## src/rtl/gf_mul_16_unit_pkg.sv

```systemverilog
// Shared field constants, element types and small GF(2^8) helpers for the
// GF(2^16) tower-field multiplier.
package gf_mul_16_unit_pkg;

  localparam logic [8:0] GF8_POLY        = 9'h11B;
  localparam logic [7:0] GF16_BETA       = 8'h20;
  localparam int         DEFAULT_LATENCY = 2;

  typedef logic [7:0]  gf8_t;
  typedef logic [15:0] gf16_t;

  // Multiply by X, folding X^8 back through the low byte of the polynomial.
  function automatic gf8_t gf8_xtime(input gf8_t a);
    return {a[6:0], 1'b0} ^ (a[7] ? GF8_POLY[7:0] : 8'h00);
  endfunction

  // GF16_BETA is X^5, so the constant multiply is five successive xtimes.
  function automatic gf8_t gf8_mul_beta(input gf8_t a);
    gf8_t t;
    t = a;
    for (int i = 0; i < 5; i++) begin
      t = gf8_xtime(t);
    end
    return t;
  endfunction

endpackage

```

## src/rtl/gf_mul_16_unit_mul8.sv

```systemverilog
// Combinational GF(2^8) multiplier, shift-and-add with per-step reduction.
module gf_mul_8
  import gf_mul_16_unit_pkg::*;
(
  input  gf8_t a,
  input  gf8_t b,
  output gf8_t p
);

  gf8_t acc;
  gf8_t sh;

  // Accumulate a*X^i for every set bit i of b, keeping a*X^i reduced.
  always_comb begin
    acc = 8'h00;
    sh  = a;
    for (int i = 0; i < 8; i++) begin
      if (b[i]) begin
        acc = acc ^ sh;
      end else begin
        acc = acc;
      end
      sh = gf8_xtime(sh);
    end
    p = acc;
  end

endmodule

```

## src/rtl/gf_mul_16_unit.sv

```systemverilog
// Fully pipelined GF(2^16) = GF(2^8)[Z]/(Z^2+Z+0x20) multiplier with a
// valid bit travelling alongside each stage.
module gf_mul_16_unit
  import gf_mul_16_unit_pkg::*;
#(
  parameter int LATENCY = DEFAULT_LATENCY
) (
  input  logic        i_clk,
  input  logic        i_rst,
  input  logic        i_start,
  input  logic [15:0] i_x,
  input  logic [15:0] i_y,
  output logic [15:0] o_o,
  output logic        o_done
);

  // Stage 1 is fixed; the remaining LATENCY-1 registers form the output chain.
  localparam int TAIL = (LATENCY < 2) ? 1 : LATENCY - 1;

  gf8_t p11, p10, p01, p00;
  gf8_t p11_r, p10_r, p01_r, p00_r;
  logic s1_vld_r;
  gf16_t comb_res;
  gf16_t res_pipe_r [TAIL];
  logic [TAIL-1:0] vld_pipe_r;

  gf_mul_8 u_m11 (.a(i_x[15:8]), .b(i_y[15:8]), .p(p11));
  gf_mul_8 u_m10 (.a(i_x[15:8]), .b(i_y[7:0]),  .p(p10));
  gf_mul_8 u_m01 (.a(i_x[7:0]),  .b(i_y[15:8]), .p(p01));
  gf_mul_8 u_m00 (.a(i_x[7:0]),  .b(i_y[7:0]),  .p(p00));

  // Sub-products are captured only for accepted operands; valid follows i_start.
  always_ff @(posedge i_clk or posedge i_rst) begin
    if (i_rst) begin
      p11_r    <= 8'h00;
      p10_r    <= 8'h00;
      p01_r    <= 8'h00;
      p00_r    <= 8'h00;
      s1_vld_r <= 1'b0;
    end else begin
      s1_vld_r <= i_start;
      if (i_start) begin
        p11_r <= p11;
        p10_r <= p10;
        p01_r <= p01;
        p00_r <= p00;
      end else begin
        p11_r <= p11_r;
        p10_r <= p10_r;
        p01_r <= p01_r;
        p00_r <= p00_r;
      end
    end
  end

  // Z^2 = Z + beta: the a1b1 term lands in both coefficients.
  always_comb begin
    comb_res = {p11_r ^ p10_r ^ p01_r, p00_r ^ gf8_mul_beta(p11_r)};
  end

  // Output chain: result and valid shift together, last entry drives the ports.
  always_ff @(posedge i_clk or posedge i_rst) begin
    if (i_rst) begin
      for (int i = 0; i < TAIL; i++) begin
        res_pipe_r[i] <= 16'h0000;
        vld_pipe_r[i] <= 1'b0;
      end
    end else begin
      res_pipe_r[0] <= comb_res;
      vld_pipe_r[0] <= s1_vld_r;
      for (int i = 1; i < TAIL; i++) begin
        res_pipe_r[i] <= res_pipe_r[i-1];
        vld_pipe_r[i] <= vld_pipe_r[i-1];
      end
    end
  end

  assign o_o    = res_pipe_r[TAIL-1];
  assign o_done = vld_pipe_r[TAIL-1];

endmodule

```

## config.mk

```make
export PLATFORM = sky130hd
export DESIGN_NAME = gf_mul_16_unit
export DESIGN_NICKNAME = d
export VERILOG_FILES = /design/src/rtl/gf_mul_16_unit_pkg.sv /design/src/rtl/gf_mul_16_unit_mul8.sv /design/src/rtl/gf_mul_16_unit.sv
export SDC_FILE = /design/constraint.sdc
export NUM_CORES = 1
export LEC_CHECK = 0
export ABC_AREA = 1
export BUFFER_PORTS_ARGS = -buffer_cell sky130_fd_sc_hd__buf_2
export CAP_MARGIN = 5
export CORE_ASPECT_RATIO = 1.25
export CORE_MARGIN = 2
export CORE_UTILIZATION = 50
export DETAILED_ROUTE_END_ITERATION = 8
export HOLD_SLACK_MARGIN = 0.12
export PLACE_DENSITY = 0.74
export SYNTH_ARGS = -nofsm -noshare
export SYNTH_HDL_FRONTEND = slang
export SYNTH_SLANG_ARGS = --single-unit
```

## constraint.sdc

```tcl
create_clock -name i_clk -period 1.6 [get_ports i_clk]
set_input_delay 0.08 -clock i_clk [delete_from_list [all_inputs] [get_ports i_clk]]
set_output_delay 0.08 -clock i_clk [all_outputs]
set_load 0.03 [all_outputs]
```

# Word-level counts from Yosys, hierarchy flattened
# Index checks and enable logic that the tools add are counted.
# op_classes
mux,51
bitwise,50
# op_table
cell,count
bitwise XOR 8 bit,45
two-way mux 8 bit,32
two-way mux 5 bit,19
bitwise XOR 8 x 5 -> 8 bit,5
# totals
reg_bits,50
in_bits,35
output_inout_bits,17
elab_cells,108

# Longest topological paths before layout
# logic_depth
depth_word,16
mapped_depth,17
mapped_depth_nobuf,16

# By module
# Synthesis repeated with hierarchy kept, for this count alone.
# unflattened
hier_cells,1462
area_unflattened_um2,8826.0
# by_module_without_submodules
mod,instances,cells_each,area_each_um2
gf_mul_8 (u_m00 ...),3,319,1664.1
gf_mul_16_unit,1,174,2139.6
gf_mul_8 (u_m11),1,331,1694.1

# Worst setup path after synthesis
# OpenSTA, ideal clock, no wires.
# synth_timing
kind,input to register
start,input i_x[4]
end,register p01_r[4]
t_arrival_ns,1.266
required_ns,1.483
path_slack_ns,0.217
path_stages,17
n_path_buf,1
cell_sequence,buf_2 > inv_2 > nand2_1 > nand2_2 > nand2_1 > nand2_2 > nand2_1 > o21ai_1 > nand2_1 > nand2_1 > nand2_1 > nand2_1 > nand2_1 > nand2_1 > nand2_1 > nand2_1 > nand2_1
# synth_via
elab_chain_cells,15
# synth_rtl
element,line,text
start: declaration,gf_mul_16_unit.sv:11,"input logic [15:0] i_x,"
two-way mux 8 bit,gf_mul_16_unit_mul8.sv:18,if (b[i]) begin
bitwise XOR 8 bit,gf_mul_16_unit_mul8.sv:19,acc = acc ^ sh;
two-way mux 8 bit,gf_mul_16_unit_mul8.sv:18,
bitwise XOR 8 bit,gf_mul_16_unit_mul8.sv:19,
two-way mux 8 bit,gf_mul_16_unit_mul8.sv:18,
bitwise XOR 8 bit,gf_mul_16_unit_mul8.sv:19,
two-way mux 8 bit,gf_mul_16_unit_mul8.sv:18,
bitwise XOR 8 bit,gf_mul_16_unit_mul8.sv:19,
two-way mux 8 bit,gf_mul_16_unit_mul8.sv:18,
bitwise XOR 8 bit,gf_mul_16_unit_mul8.sv:19,
two-way mux 8 bit,gf_mul_16_unit_mul8.sv:18,
bitwise XOR 8 bit,gf_mul_16_unit_mul8.sv:19,
two-way mux 8 bit,gf_mul_16_unit_mul8.sv:18,
bitwise XOR 8 bit,gf_mul_16_unit_mul8.sv:19,
two-way mux 8 bit (*),gf_mul_16_unit_mul8.sv:18,
end signal: assignment,gf_mul_16_unit.sv:45,p01_r <= p01;
end signal: assignment,gf_mul_16_unit.sv:50,p01_r <= p01_r;
end: declaration,gf_mul_16_unit.sv:21,"gf8_t p11_r, p10_r, p01_r, p00_r;"
# Mark *: on every way between the ends. The rest lies on a longest branch, timed or not.
# A chain may end at the register's enable or synchronous reset.

# Worst setup path in the final report
# layout_timing
start,input i_x[7]
end,register p01_r[3]
# layout_via
elab_chain_cells,16
# layout_rtl
element,line,text
two-way mux 5 bit (*),gf_mul_16_unit_pkg.sv:14,"return {a[6:0], 1'b0} ^ (a[7] ? GF8_POLY[7:0] : 8'h00);"
bitwise XOR 8 bit (*),gf_mul_16_unit_pkg.sv:14,
bitwise XOR 8 bit,gf_mul_16_unit_mul8.sv:19,
two-way mux 8 bit,gf_mul_16_unit_mul8.sv:18,
bitwise XOR 8 bit,gf_mul_16_unit_mul8.sv:19,
two-way mux 8 bit,gf_mul_16_unit_mul8.sv:18,
bitwise XOR 8 bit,gf_mul_16_unit_mul8.sv:19,
two-way mux 8 bit,gf_mul_16_unit_mul8.sv:18,
bitwise XOR 8 bit,gf_mul_16_unit_mul8.sv:19,
two-way mux 8 bit,gf_mul_16_unit_mul8.sv:18,
bitwise XOR 8 bit,gf_mul_16_unit_mul8.sv:19,
two-way mux 8 bit,gf_mul_16_unit_mul8.sv:18,
bitwise XOR 8 bit,gf_mul_16_unit_mul8.sv:19,
two-way mux 8 bit,gf_mul_16_unit_mul8.sv:18,
bitwise XOR 8 bit,gf_mul_16_unit_mul8.sv:19,
two-way mux 8 bit (*),gf_mul_16_unit_mul8.sv:18,
# Marks and branches as above.

==> results by group <==
CTS
  • TritonCTS clock tree: done
  • CTS max path bufs: 2
  • TritonCTS buffer count: 5
  • H-tree levels: 2
  • Clock Pin Slew Worst Setup and Hold Paths: around 70 ps
  • Clock sink count: 50
  • Later-pin clock latency in the skew report: between 200 and 300 ps
  • Clock root buffer master: clkbuf_16
  • Postcts setup bufs: 0

Power and ir drop
  • Worst VDD drop: around 1.2 mV
  • Power per cell area: roughly 860 mW/mm^2
  • Seq pwr share: 0.265
  • Switching power: between 3000 and 4000 uW
  • Share of power burned in combinational logic: 0.591
  • Leak: ~0.0048 uW
  • Clock share of power: 0.143
  • Cell Int Power: between 4000 and 5000 uW
  • Sw Ratio: 0.456

Floorplanning
  • I/O pin cnt: 52
  • Die ar.: ~0.015 sq mm
  • Initial core utilization: 0.507
  • Die height: roughly 140 microns
  • Row count: 49
  • Die X: between 100 and 150 microns
  • Core ar.: 0.0143 sq mm

Timing
  • Max Slew Vio Count: 0
  • Clock skew: between 5 and 6 ps
  • Measured slew at the worst slew-check pin: about 520 ps
  • Final Cycle Share: 0.899
  • Setup violators final: 0
  • Final Hold Fails: 0
  • Slew HR: 0.655
  • Period minus WS final: approximately 1400 ps
  • Max Fclk: a little under 700 MHz

Synth
  • Post-synth cell types: 31
  • Adder-cell share of the synthesized area: 0
  • Syn Inst Count: between 1000 and 1500
  • Register bit total from synthesis: 50
  • Synth Area in XOR/XNOR: 0.206
  • Synth Cell Area: around 0.0072 sq mm
  • Synth Area in Compound Gates: 0.0164
  • Largest family of logic cells by synthesized area: simple AND/OR/NAND/NOR gates
  • Mux contribution to synthesized area: 0
  • Ys Warns: 0
  • Sequential element share of the synthesized area: 0.173
  • Mapped Nets: about 1300
  • Mean area per synthesized cell: a little under 6 sq um
  • Post-Synth Simple-Gate Area: 0.501

Critical path
  • CP Max Fanout: 4
  • CP startpoint kind: input pin
  • Required time worst endpoint: 1790 ps
  • Crit-path slowest cell: xor2_1
  • Cells along the critical path: buf_2 -> inv_2 -> buf_4 -> nand2_1 -> nand2_2 -> buf_4 -> nor2_1 -> xor2_1 -> inv_1 -> nand2_1 -> nand2_1 -> inv_1 -> nand2_1 -> nand2_1 -> nand2_1 -> nand3_1 -> nand2_1
  • Worst EP arrival: between 1500 and 2000 ps
  • CP top delay family: simple AND/OR/NAND/NOR gates
  • Crit path kind: in -> reg
  • Crit-path max cell delay: between 200 and 300 ps
  • Crit path capture type: flop
  • CP dominant cell by count: nand2_1
  • Bufs and invs on worst path: 6

GRT
  • Tot GR Track Use: 0.272
  • First-pass GRT wire length: between 30000 and 40000 microns
  • Gr ovfl total: 0
  • Antenna violations before repair: 0
  • Largest net degree at the start of global routing: 33
  • Gr busiest metal: met2
  • Met2 Use GR: 0.458
  • Vias in the first global route: roughly 7000
  • Met3 usage: 0.0315
  • GR Util met1: 0.354

Layout
  • Total area of sequential cells: around 0.0013 sq mm
  • ANT cells: 0
  • Layout fillers: about 1400
  • Final Cell Area: between 0.008 and 0.009 sq mm
  • Most frequent cells in the layout: 550 x nand2_1, 119 x nand3_1, 112 x buf_4
  • Final Net Count: 1396
  • Multi-input logic area: 0.00526 sq mm
  • Commonest non-fill, non-tap cell in the layout: nand2_1
  • Share of cells above drive strength 1: 0.200
  • Final Core Density: 0.601
  • Area Overhead vs Synth: 18.5%

Placed design
  • PortBufs: 51
  • DP Area: ~0.0084 sq mm
  • Routability cong.: around 0.98
  • Final HPWL DP: approximately 17000 microns

Job
  • Max_cap viols: 0

Detailed routing
  • Routed via count: 7658
  • Iteration-0 DRC count of the detailed router: 510
  • Routed WL: just over 20000 microns
  • WL/cell: roughly 13 microns
  • Vias per inst: approximately 5
  • Initial DRT Pass Iterations: 5
  • Residual DRC: 0
  • Antenna Violating Nets Remaining: 0

Outcome
  • Status: completed

Hold path
  • Hold Crit Class: in -> reg
## logic make-up (layout without fill, tap and decap cells)
family,count (synthesis),count (layout)
buf+inv,169,303
xor+xnor,159,159
simple gates,830,830
compound gates,20,20
flops,50,50
## through the flow
stage	total power [uW]	setup TNS, ps	cells	setup slack [ps]	hold slack [ps]
floorplan	5110	0	1228	217	111
global placement	6220	-1500	1531	-113	146
detailed placement	6320	-2580	1531	-138	148
CTS	7390	0	1540	168	188
global route	7980	-30.9	1540	-30.9	205
finish	7370	0	1540	162	193
## per-layer routing
metal,vias to the layer above,part of all wire
li1,3977,-
met1,3412,0.43
met2,223,0.48
met3,46,0.054
met4,0,0.036
met5,-,0
## area by class of cell
type                            instances  area share
Sequential cell                        50       0.146
Multi-Input combinational cell       1009       0.612
Tap cell                              178      0.0259
Inverter                              124      0.0542
Clock buffer                            5      0.0146
Clock inverter                          3     0.00248
Timing Repair Buffer                  171       0.145
## power groups by stage
stage | Combinational, uW | Clock (uW) | Sequential [uW]
3_5_place_dp | 4330 | 0 | 1980
2_1_floorplan | 2770 | 0 | 2340
6_report | 4360 | 1060 | 1960
5_1_grt | 4850 | 1140 | 2000
3_3_place_gp | 4240 | 0 | 1980
4_1_cts | 4350 | 1080 | 1960
## worst paths after layout
kind / startpoint / to / slack, ps / depth (start not counted)
setup reg to reg: p11_r[4] / o_o[5] / 300 / 3
hold / removal: i_start / p10_r[7] / 190 / 3
max in group asynchronous: i_rst / o_o[13] / 720 / 4
setup / recovery: i_x[7] / p01_r[3] / 160 / 17
min in group asynchronous: i_rst / o_o[12] / 370 / 3
hold reg to reg: s1_vld_r / o_done / 350 / 0
## flip-flops by register name (all words and copies together), names as in the netlist
signal,cells
p01_r,8
p10_r,8
o_o,16
o_done,1
p11_r,8
p00_r,8
s1_vld_r,1
## Yosys cell counts, drive strengths merged
cell type,number,share of area
dfrtp,50,0.17
o22ai,1,0.00086
nand3b,21,0.022
a21oi,2,0.0014
nand3,123,0.088
clkbuf,13,0.0067
xor2,69,0.090
buf,32,0.033
nor2,68,0.040
inv,121,0.063
nand4,7,0.0060
o21ai,10,0.0069
nand2,601,0.34
or2,10,0.0086
o21bai,7,0.0073
clkinv,3,0.0016
xnor2,90,0.12
## tightest hold or removal path: cells and delay by family
kind | cells | cell delay (ps)
buffers and inverters | 1 | 210
AO/OA/AOI/OAI | 1 | 50
AND/OR/NAND/NOR | 1 | 110
## timing repair
action | CTS | global route
resized for setup | 0 | 7
hold endpoints to repair | 23 | 0
setup endpoints to repair | 0 | 7
hold buffers | 1 | 0
Note: power is estimated with default switching activity, not from simulation.
